`config.mk`:
```
export PLATFORM = sky130hd
export DESIGN_NAME = uart_rx_deser
export DESIGN_NICKNAME = d
export VERILOG_FILES = /design/src/rtl/uart_rx_deser.sv
export SDC_FILE = /design/constraint.sdc
export NUM_CORES = 1
export LEC_CHECK = 0
export ABC_CLOCK_PERIOD_IN_PS = 2300
export BUFFER_PORTS_ARGS = -buffer_cell sky130_fd_sc_hd__buf_2
export CORE_ASPECT_RATIO = 1.25
export CORE_MARGIN = 2
export CORE_UTILIZATION = 50
export CTS_BUF_LIST = sky130_fd_sc_hd__clkbuf_16
export CTS_CLUSTER_SIZE = 12
export DETAILED_ROUTE_END_ITERATION = 16
export HOLD_SLACK_MARGIN = 0.1
export PLACE_DENSITY = 0.71
export SLEW_MARGIN = 25
export SYNTH_ARGS = -nofsm -noshare
export SYNTH_HDL_FRONTEND = slang
export SYNTH_SLANG_ARGS = --single-unit
```
`constraint.sdc`:
```
create_clock -name clk -period 2.3 [get_ports clk]
set_clock_uncertainty 0.15 [all_clocks]
set_input_delay 0.115 -clock clk [delete_from_list [all_inputs] [get_ports clk]]
set_output_delay 0.115 -clock clk [all_outputs]
set_load 0.05 [all_outputs]
```
`src/rtl/uart_rx_deser.sv`:
```
// 8N1 UART receiver with a byte-to-word deserializer (first byte is the word's MSB).
// Each completed word is presented as a one-cycle write strobe for a downstream fifo.
module uart_rx_deser #(
  parameter int OUT_W        = 24,
  parameter int CK_PER_BIT   = 869,
  parameter int TIMEOUT_BITS = 32
) (
  input  logic             clk,
  input  logic             reset,
  input  logic             rx_in,
  output logic [OUT_W-1:0] data_out,
  output logic             data_out_val,
  output logic             frame_err,
  output logic             rx_busy
);

  localparam int BYTES_PER_WORD = (OUT_W + 7) / 8;
  localparam int CW             = (CK_PER_BIT > 1) ? $clog2(CK_PER_BIT) : 1;
  localparam int TO_CYCLES      = TIMEOUT_BITS * CK_PER_BIT;
  localparam int TW             = $clog2(TO_CYCLES + 1);
  localparam int BCW            = $clog2(BYTES_PER_WORD + 1);

  localparam logic [CW-1:0]  HALF    = CW'(CK_PER_BIT / 2);
  localparam logic [CW-1:0]  LAST    = CW'(CK_PER_BIT - 1);
  localparam logic [TW-1:0]  TO_LAST = TW'(TO_CYCLES - 1);
  localparam logic [BCW-1:0] BC_LAST = BCW'(BYTES_PER_WORD - 1);

  typedef enum logic [1:0] {
    IDLE,
    START,
    DATA,
    STOP
  } state_t;

  state_t           state, state_next;
  logic [1:0]       sync_q;
  logic             rx_s;
  logic [CW-1:0]    cnt;
  logic [2:0]       bit_idx;
  logic [7:0]       shift_q;
  logic [BCW-1:0]   byte_cnt;
  logic [TW-1:0]    idle_tmr;
  logic [OUT_W-1:0] asm_next;

  logic start_det;
  logic cnt_clr;
  logic shift_en;
  logic accept;
  logic stop_bad;

  // Synchronizer presets to 1 so reset looks like an idle line.
  always_ff @(posedge clk or posedge reset) begin
    if (reset) sync_q <= 2'b11;
    else       sync_q <= {sync_q[0], rx_in};
  end

  assign rx_s    = sync_q[1];
  assign rx_busy = (state != IDLE);

  always_ff @(posedge clk or posedge reset) begin
    if (reset) state <= IDLE;
    else       state <= state_next;
  end

  // Sampling points: mid start bit, then every full bit period from there.
  always_comb begin
    state_next = state;
    start_det  = 1'b0;
    cnt_clr    = 1'b0;
    shift_en   = 1'b0;
    accept     = 1'b0;
    stop_bad   = 1'b0;
    unique case (state)
      IDLE: begin
        if (!rx_s) begin
          state_next = START;
          start_det  = 1'b1;
          cnt_clr    = 1'b1;
        end
      end
      START: begin
        if (cnt == HALF) begin
          cnt_clr    = 1'b1;
          state_next = rx_s ? IDLE : DATA;
        end
      end
      DATA: begin
        if (cnt == LAST) begin
          shift_en = 1'b1;
          cnt_clr  = 1'b1;
          if (bit_idx == 3'd7) state_next = STOP;
        end
      end
      STOP: begin
        if (cnt == LAST) begin
          state_next = IDLE;
          accept     = rx_s;
          stop_bad   = !rx_s;
        end
      end
      default: state_next = IDLE;
    endcase
  end

  always_ff @(posedge clk or posedge reset) begin
    if (reset)                       cnt <= '0;
    else if (cnt_clr || cnt == LAST) cnt <= '0;
    else                             cnt <= cnt + 1'b1;
  end

  // Old partial-word bits never need clearing: a full word shifts them all out.
  generate
    if (OUT_W > 8) begin : g_asm
      logic [OUT_W-9:0] asm_q;
      always_ff @(posedge clk or posedge reset) begin
        if (reset)       asm_q <= '0;
        else if (accept) asm_q <= asm_next[OUT_W-9:0];
      end
      assign asm_next = {asm_q, shift_q};
    end else begin : g_byte
      assign asm_next = shift_q[OUT_W-1:0];
    end
  endgenerate

  always_ff @(posedge clk or posedge reset) begin
    if (reset) begin
      bit_idx      <= '0;
      shift_q      <= '0;
      byte_cnt     <= '0;
      idle_tmr     <= '0;
      data_out     <= '0;
      data_out_val <= 1'b0;
      frame_err    <= 1'b0;
    end else begin
      data_out_val <= 1'b0;
      frame_err    <= 1'b0;

      if (start_det) bit_idx <= '0;
      else if (shift_en) begin
        shift_q <= {rx_s, shift_q[7:1]};
        bit_idx <= bit_idx + 3'd1;
      end

      // Long idle inside a word means the host gave up; realign to a word boundary.
      if (start_det) idle_tmr <= '0;
      else if (state == IDLE && byte_cnt != '0) begin
        if (idle_tmr == TO_LAST) begin
          idle_tmr <= '0;
          byte_cnt <= '0;
        end else begin
          idle_tmr <= idle_tmr + 1'b1;
        end
      end

      if (stop_bad) begin
        frame_err <= 1'b1;
        byte_cnt  <= '0;
      end else if (accept) begin
        if (byte_cnt == BC_LAST) begin
          data_out     <= asm_next;
          data_out_val <= 1'b1;
          byte_cnt     <= '0;
        end else begin
          byte_cnt <= byte_cnt + 1'b1;
        end
      end
    end
  end

endmodule

```
==> results of run 1 <==
[kinds of logic after synthesis]
family	count (synthesis)	share of synthesized area
buffers and inverters	17	0.0218
xor gates and xnor gates	13	0.0301
DFF	84	0.556
AOI/OAI and AO/OA	31	0.0500
muxes	52	0.173
adders and majority gates	6	0.0198
and+or+nand+nor	97	0.149
[synth_stat cells (4+ instances only)]
| library cell | instances | share of area |
|---|---|---|
| nand2_1 | 13 | 0.013 |
| mux2_4 | 20 | 0.079 |
| nand4_1 | 6 | 0.0099 |
| and3_1 | 4 | 0.0066 |
| xnor2_1 | 5 | 0.012 |
| xor2_1 | 8 | 0.019 |
| or3_1 | 4 | 0.0066 |
| or4_1 | 6 | 0.012 |
| a31oi_1 | 4 | 0.0066 |
| nor3_1 | 6 | 0.0079 |
| inv_1 | 8 | 0.0079 |
| mux2_2 | 28 | 0.083 |
| nand3_1 | 13 | 0.017 |
| dfrtp_1 | 82 | 0.54 |
| a21oi_1 | 8 | 0.011 |
| ha_1 | 6 | 0.020 |
| nor2_1 | 22 | 0.022 |
| mux2i_1 | 4 | 0.011 |
| o21ai_0 | 8 | 0.011 |
[state kept, by name, summed over array words and instances (netlist names), named ones only]
register      count
data_out_val      1
idle_tmr         15
sync_q            2
frame_err         1
bit_idx           3
byte_cnt          2
data_out         24
g_asm.asm_q      16
shift_q           8
state             1
cnt              10
[layer usage]
metal / track usage / vias up
met5: 0 / -
met4: 0.0859 / 0
met3: 0.0374 / 7
met2: 0.295 / 42
met1: 0.218 / 1249
li1: - / 1196
[worst max-delay path by stage]
stage                     startpoint        endpoint  slack, ns  cells after the start
final                         cnt[0]     byte_cnt[1]       0.11                      6
after global routing          cnt[0]    data_out[22]       0.02                      7
after CTS                     cnt[0]  g_asm.asm_q[6]       0.08                      6
after detailed placement      cnt[0]  g_asm.asm_q[5]       0.11                      6
after global placement        cnt[0]     byte_cnt[1]       0.17                      6
after floorplan               cnt[0]     data_out[0]      0.001                      7
[stage by stage]
step / setup WS (ns) / utilization / total power (uW) / instances
finish: 0.107 / 0.608 / 2880 / 449
global route: 0.0172 / 0.608 / 2990 / 449
CTS: 0.0780 / 0.607 / 2920 / 449
detailed placement: 0.110 / 0.566 / 1550 / 431
global placement: 0.170 / 0.566 / 1550 / 431
floorplan: 0.000950 / - / 1530 / 300
[power by group]
group / internal, uW / leakage (uW) / switching (uW) / total [uW]
combinational: 8.25 / 0.000968 / 30.9 / 39.2
sequential: 1480 / 0.00115 / 2.27 / 1480
clock: 750 / 0.000137 / 608 / 1360
total: 2240 / 0.00226 / 641 / 2880
[layout by cell type (no fill, tap or decap), types with 3 or more instances in the layout]
master,netlist,layout
nor3_1,6,6
nor2b_1,3,3
nor2_1,22,22
xnor2_1,5,5
o31ai_1,3,3
buf_2,3,29
nand2b_1,3,3
a21oi_1,8,8
inv_6,0,4
xor2_1,8,8
mux2_2,28,28
or3_1,4,4
inv_1,8,7
nand4_1,6,6
or4_1,6,6
nand2_1,13,13
buf_4,0,15
and3_1,4,4
mux2_4,20,20
clkbuf_16,0,9
o21ai_0,8,8
nand3_1,13,13
ha_1,6,6
mux2i_1,4,4
a31oi_1,4,4
dfrtp_1,82,82
[worst reg2reg max path, cell delays in order (launching register included)]
cell and delay (ns):
dfrtp_1 0.38, inv_1 0.08, ha_1 0.15, nand4_1 0.22
or4b_2 0.79, o21a_1 0.23, a31oi_1 0.13
[layout make-up]
| type | count | area (sq um) | area share |
|---|---|---|---|
| inverters | 9 | 37.5 | 0.00840 |
| repair buffers | 49 | 329 | 0.0736 |
| flip-flops and latches | 84 | 2100 | 0.471 |
| well taps | 92 | 115 | 0.0257 |
| clock buffers | 9 | 225 | 0.0504 |
| multi-input cells | 199 | 1600 | 0.358 |
| clock inverters | 7 | 57.6 | 0.0129 |
[repair_timing]
| item | 4_1_cts | 5_1_grt |
|---|---|---|
| endpoints found under the setup margin | 0 | 4 |
| endpoints found under the hold margin | 23 | 0 |
| gates resized for setup | 0 | 1 |
| hold buffers | 2 | 0 |
| buffers inserted | 0 | 0 |
==> metrics.md, run 1 <==
| Metric | Value |
|---|---|
| Initial antenna violation count | 0 |
| First-pass GRT wire length | 11200 um |
| Final nets | 361 |
| Setup violators final | 0 |
| Buf+Inv Stages, Crit Path | 1 |
| Dpl cell area | 4160 sq um |
| Pwr dens | 644 nW/um^2 |
| IO Port Bufs | 29 |
| Root Driver | clkbuf_16 |
| FF-to-FF End | byte_cnt[1] |
| Cells after synthesis | 300 |
| Sequential element share of the synthesized area | 0.556 |
| Cell variety after synth | 44 |
| CP startpoint kind | flip-flop |
| Most common flop cell mapped by yosys | dfrtp_1 |
| Pre-antenna DRT Iters | 4 |
| Max-cap violation count | 0 |
| Wire length after detailed routing | 6750 um |
| Clk_lat worst skew | 0.34 ns |
| Routed wire per std cell | 15.0 um |
| Min cycle time layout | 2.19 ns |
| Num ports | 30 |
| Reg2Reg Setup Slack | 0.11 ns |
| Die area | 8280 sq um |
| CP arrival | 2.30 ns |
| Met3 wire len | 208 um |
| Routability cong. | 0.850 |
| Worst slew pin tran | 0.606 ns |
| Largest net degree at the start of global routing | 63 |
| Run status | finished clean |
| Syn Area/Cell | 12.6 sq um |
| Worst r2r src | cnt[0] |
| Std cell rows | 35 |
| Fin crit share | 0.953 |
| Die Ht | 101 um |
| Metal-1 WL | 2980 um |
| Area grow syn2layout | 18.2% |
| Final instance area | 4470 sq um |
| Peak VDD IR | 0.446 mV |
| Largest delay share family, worst path | simple AND/OR/NAND/NOR gates |
| Reg2Reg Depth | 6 |
| Number of global-route vias before repair | 2444 |
| CTS clock-pin slew for the worst setup and hold paths | 0.07 ns |
| WHS | 0.206 ns |
| Hold Crit Class | primary input to asynchronous set/reset pin |
| Hold Fails Final Rpt | 0 |
| CTS HTree Levels | 3 |
| Lkg Pwr | 0.00226 uW |
| FILL cells | 600 |
| Slowest stage delay, CP | 0.79 ns |
| Vias | 2494 |
| Ant. Diodes | 0 |
| Max Clock Freq | 0.456 GHz |
| Number of synthesized flops with an enable pin | 0 |
| CP Class | flip-flop to flip-flop |
| Worst-path cell chain | inv_1, ha_1, nand4_1, or4b_2, o21a_1, a31oi_1 |
| Maximum buffer depth of the clock tree | 2 |
| # DRC | 0 |
| Worst Path Required | 2.41 ns |
| Met2 Routed Length | 3470 um |
| Worst path slowest cell | or4b_2 |
| Mapped Area | 3780 sq um |
| Post-synth ARST share | 1.00 |
| Post-DP HPWL | 4630 um |
| Synthesized net count | 309 |
| Fraction of layout instances using a drive strength above 1 | 0.339 |
| Inserted Clock Buffers | 9 |
| Highest metal used | met4 |
| Clk sink count | 84 |
| Worst Setup End Kind | flip-flop |
| Synth warn | 0 |
| CTS tree | yes |
| CP Max Fanout | 5 |
| DR vias/cell | 5.55 |
| Gr usage total | 0.178 |
| First DRT Iteration DRCs | 74 |
| Flops & latches, synth | 84 |
| Post-route ant nets | 0 |
| Slew margin rel. | 0.593 |
| RSZ-0062 raised after global routing | false |
| Die Wd | 81.8 um |
| Final Max Slew Viols | 0 |
| Initial Util | 0.514 |
| Total negative slack | 0 ns |
| Grt ovf | 0 |
| Core area | 7360 sq um |
(Power assumes the default switching activity.)
==> inputs of run 2 (changes only) <==
- CAP_MARGIN: unset -> 20
- CTS_BUF_LIST: sky130_fd_sc_hd__clkbuf_16 -> unset
- RECOVER_POWER: unset -> 25
==> run 2 against run 1 <==
Count of clock-buffer cells in the layout rose by 1. Global-route usage is 0.30 points lower. Maximum frequency decreased by 0.40%. Register-to-register slack about the same. Sequential cell count stayed put. Hold slack gained 0.0033 ns. Non-clock buffer count stayed put. First-iteration DRC count down 15%. Die area unchanged. Core utilization decreased by 1.5 points.
==> metrics.md, run 2 (synthesis gave the netlist of run 1 again) <==
| Metric | Value |
|---|---|
| Run status | finished clean |
| Maximum buffer depth of the clock tree | 2 |
| Die Ht | 101 um |
| Post-DP HPWL | 4630 um |
| Reg2Reg Depth | 6 |
| Reg2Reg Setup Slack | 0.1 ns |
| Grt ovf | 0 |
| Comb pwr share | 0.015 |
| Worst slew pin tran | 1.04 ns |
| Worst path slowest cell | or4b_2 |
| CP Max Fanout | 5 |
| Post-CTS Setup Bufs | 0 |
| Worst Hold Depth | 0 |
| CP arrival | 2.33 ns |
| Fraction of layout instances using a drive strength above 1 | 0.303 |
| Gr usage total | 0.175 |
| # DRC | 0 |
| CTS HTree Levels | 3 |
| Routed wire per std cell | 14.8 um |
| Most common cell after layout, fill and taps aside | dfrtp_1 |
| Dpl cell area | 4160 sq um |
| CTS tree | yes |
| Number of flip-flops in the largest register | 24 |
| Max-cap violation count | 0 |
| Max Clock Freq | 0.454 GHz |
| Num ports | 30 |
| RSZ-0062 raised after global routing | false |
| P_sw | 599 uW |
| Core area | 7360 sq um |
| Min-delay src | sync_q[0] |
| Largest net degree at the start of global routing | 63 |
| Slowest stage delay, CP | 0.79 ns |
| Hold Fails Final Rpt | 0 |
| Worst Setup End Kind | flip-flop |
| Biggest registers after layout | data_out (24), g_asm.asm_q (16), idle_tmr (15) |
| IO Port Bufs | 29 |
| Pre-antenna DRT Iters | 4 |
| Final Max Slew Viols | 0 |
| Slew margin rel. | 0.303 |
| CP startpoint kind | flip-flop |
| Ant. Diodes | 0 |
| Die area | 8280 sq um |
| Internal power | 1930 uW |
| DR vias/cell | 5.52 |
| Sequential power share | 0.585 |
| Sw frac | 0.237 |
| Inserted Clock Buffers | 9 |
| Worst-path cell chain | inv_1, ha_1, nand4_1, or4b_2, o21a_1, a31oi_1 |
| Final nets | 361 |
| Peak VDD IR | 0.333 mV |
| Hold Crit Class | flip-flop to flip-flop |
| WHS | 0.209 ns |
| Total negative slack | 0 ns |
| Layout Cells excl Fill | 449 |
| Fin crit share | 0.957 |
| FF-to-FF End | byte_cnt[1] |
| CP Class | flip-flop to flip-flop |
| Post-route ant nets | 0 |
| Area grow syn2layout | 15.2% |
| First-pass GRT wire length | 11100 um |
| Setup violators final | 0 |
| Initial antenna violation count | 0 |
| Hold EP | sync_q[1] |
| Wire length after detailed routing | 6620 um |
| Routability cong. | 0.850 |
| First DRT Iteration DRCs | 63 |
| Initial Util | 0.514 |
| Std cell rows | 35 |
| Lkg Pwr | 0.00215 uW |
| Worst r2r src | cnt[0] |
| Final instance area | 4360 sq um |
| Most frequent cells in the layout | dfrtp_1 (82), mux2_2 (28), nor2_1 (22) |
| Clock share of power | 0.400 |
| CTS clock-pin slew for the worst setup and hold paths | 0.09 ns |
| Worst Path Required | 2.43 ns |
| Clk_lat worst skew | 0.36 ns |
| FILL cells | 618 |
| Min cycle time layout | 2.20 ns |
| Number of global-route vias before repair | 2459 |
| Pwr dens | 581 nW/um^2 |
| Clk sink count | 84 |
| Die Wd | 81.8 um |
| Most flops, register | data_out |
| Root Driver | clkbuf_8 |
| Placed insts | 431 |
| Vias | 2480 |
run 2: cell count changes in the layout (fill, tap and decap cells not counted), sizes merged:
| cell | previous run | this run |
|---|---|---|
| buf | 47 | 33 |
| clkbuf | 9 | 24 |
| clkinv | 1 | 0 |
run 2: final cells by class:
class / instances / area, sq um / area share
clock buffers: 10 / 138 / 0.0316
clock inverters: 6 / 53.8 / 0.0123
inverters: 9 / 35.0 / 0.00804
multi-input cells: 199 / 1600 / 0.367
flip-flops and latches: 84 / 2100 / 0.483
well taps: 92 / 115 / 0.0264
repair buffers: 49 / 312 / 0.0715
run 2: power by group through the flow:
stage | Sequential, uW | Combinational [uW] | Clock, uW
final | 1480 | 38.6 | 1010
after global placement | 1510 | 38.9 | 0
after floorplan | 1510 | 25.8 | 0
after detailed placement | 1510 | 39.5 | 0
after CTS | 1480 | 42.4 | 1050
after global routing | 1480 | 47.0 | 1110
run 2: metrics by stage:
stage / total power [uW] / setup slack [ns] / utilization
floorplan: 1530 / 0.000950 / -
global placement: 1550 / 0.170 / 0.566
detailed placement: 1550 / 0.110 / 0.566
CTS: 2570 / 0.0895 / 0.595
global route: 2640 / 0.0123 / 0.593
finish: 2530 / 0.0987 / 0.593
run 2: layer usage:
layer	global-route usage	wire length [um]	vias to the layer above
met4	0.0821	111	0
met1	0.214	2950	1236
met5	0	0	-
met3	0.0401	249	10
li1	-	-	1184
met2	0.290	3320	50
run 2: worst max-delay path: cells and delay by family (launching register included):
kind	cells	cell delay, ns
simple gates	2	1.01
flops	1	0.39
compound gates	2	0.35
fa+ha+maj	1	0.15
buf+inv	1	0.08
run 2: how the worst max path moves through the flow:
stage,from,endpoint
floorplan,cnt[0],data_out[0]
global placement,cnt[0],byte_cnt[1]
detailed placement,cnt[0],g_asm.asm_q[5]
CTS,cnt[0],byte_cnt[1]
global route,cnt[0],data_out[22]
finish,cnt[0],byte_cnt[1]
run 2: repair_timing:
action                                  CTS  global route
hold endpoints to repair                 56             0
endpoints found under the setup margin    0             6
gates resized for setup                   0             1
hold buffers                              2             0
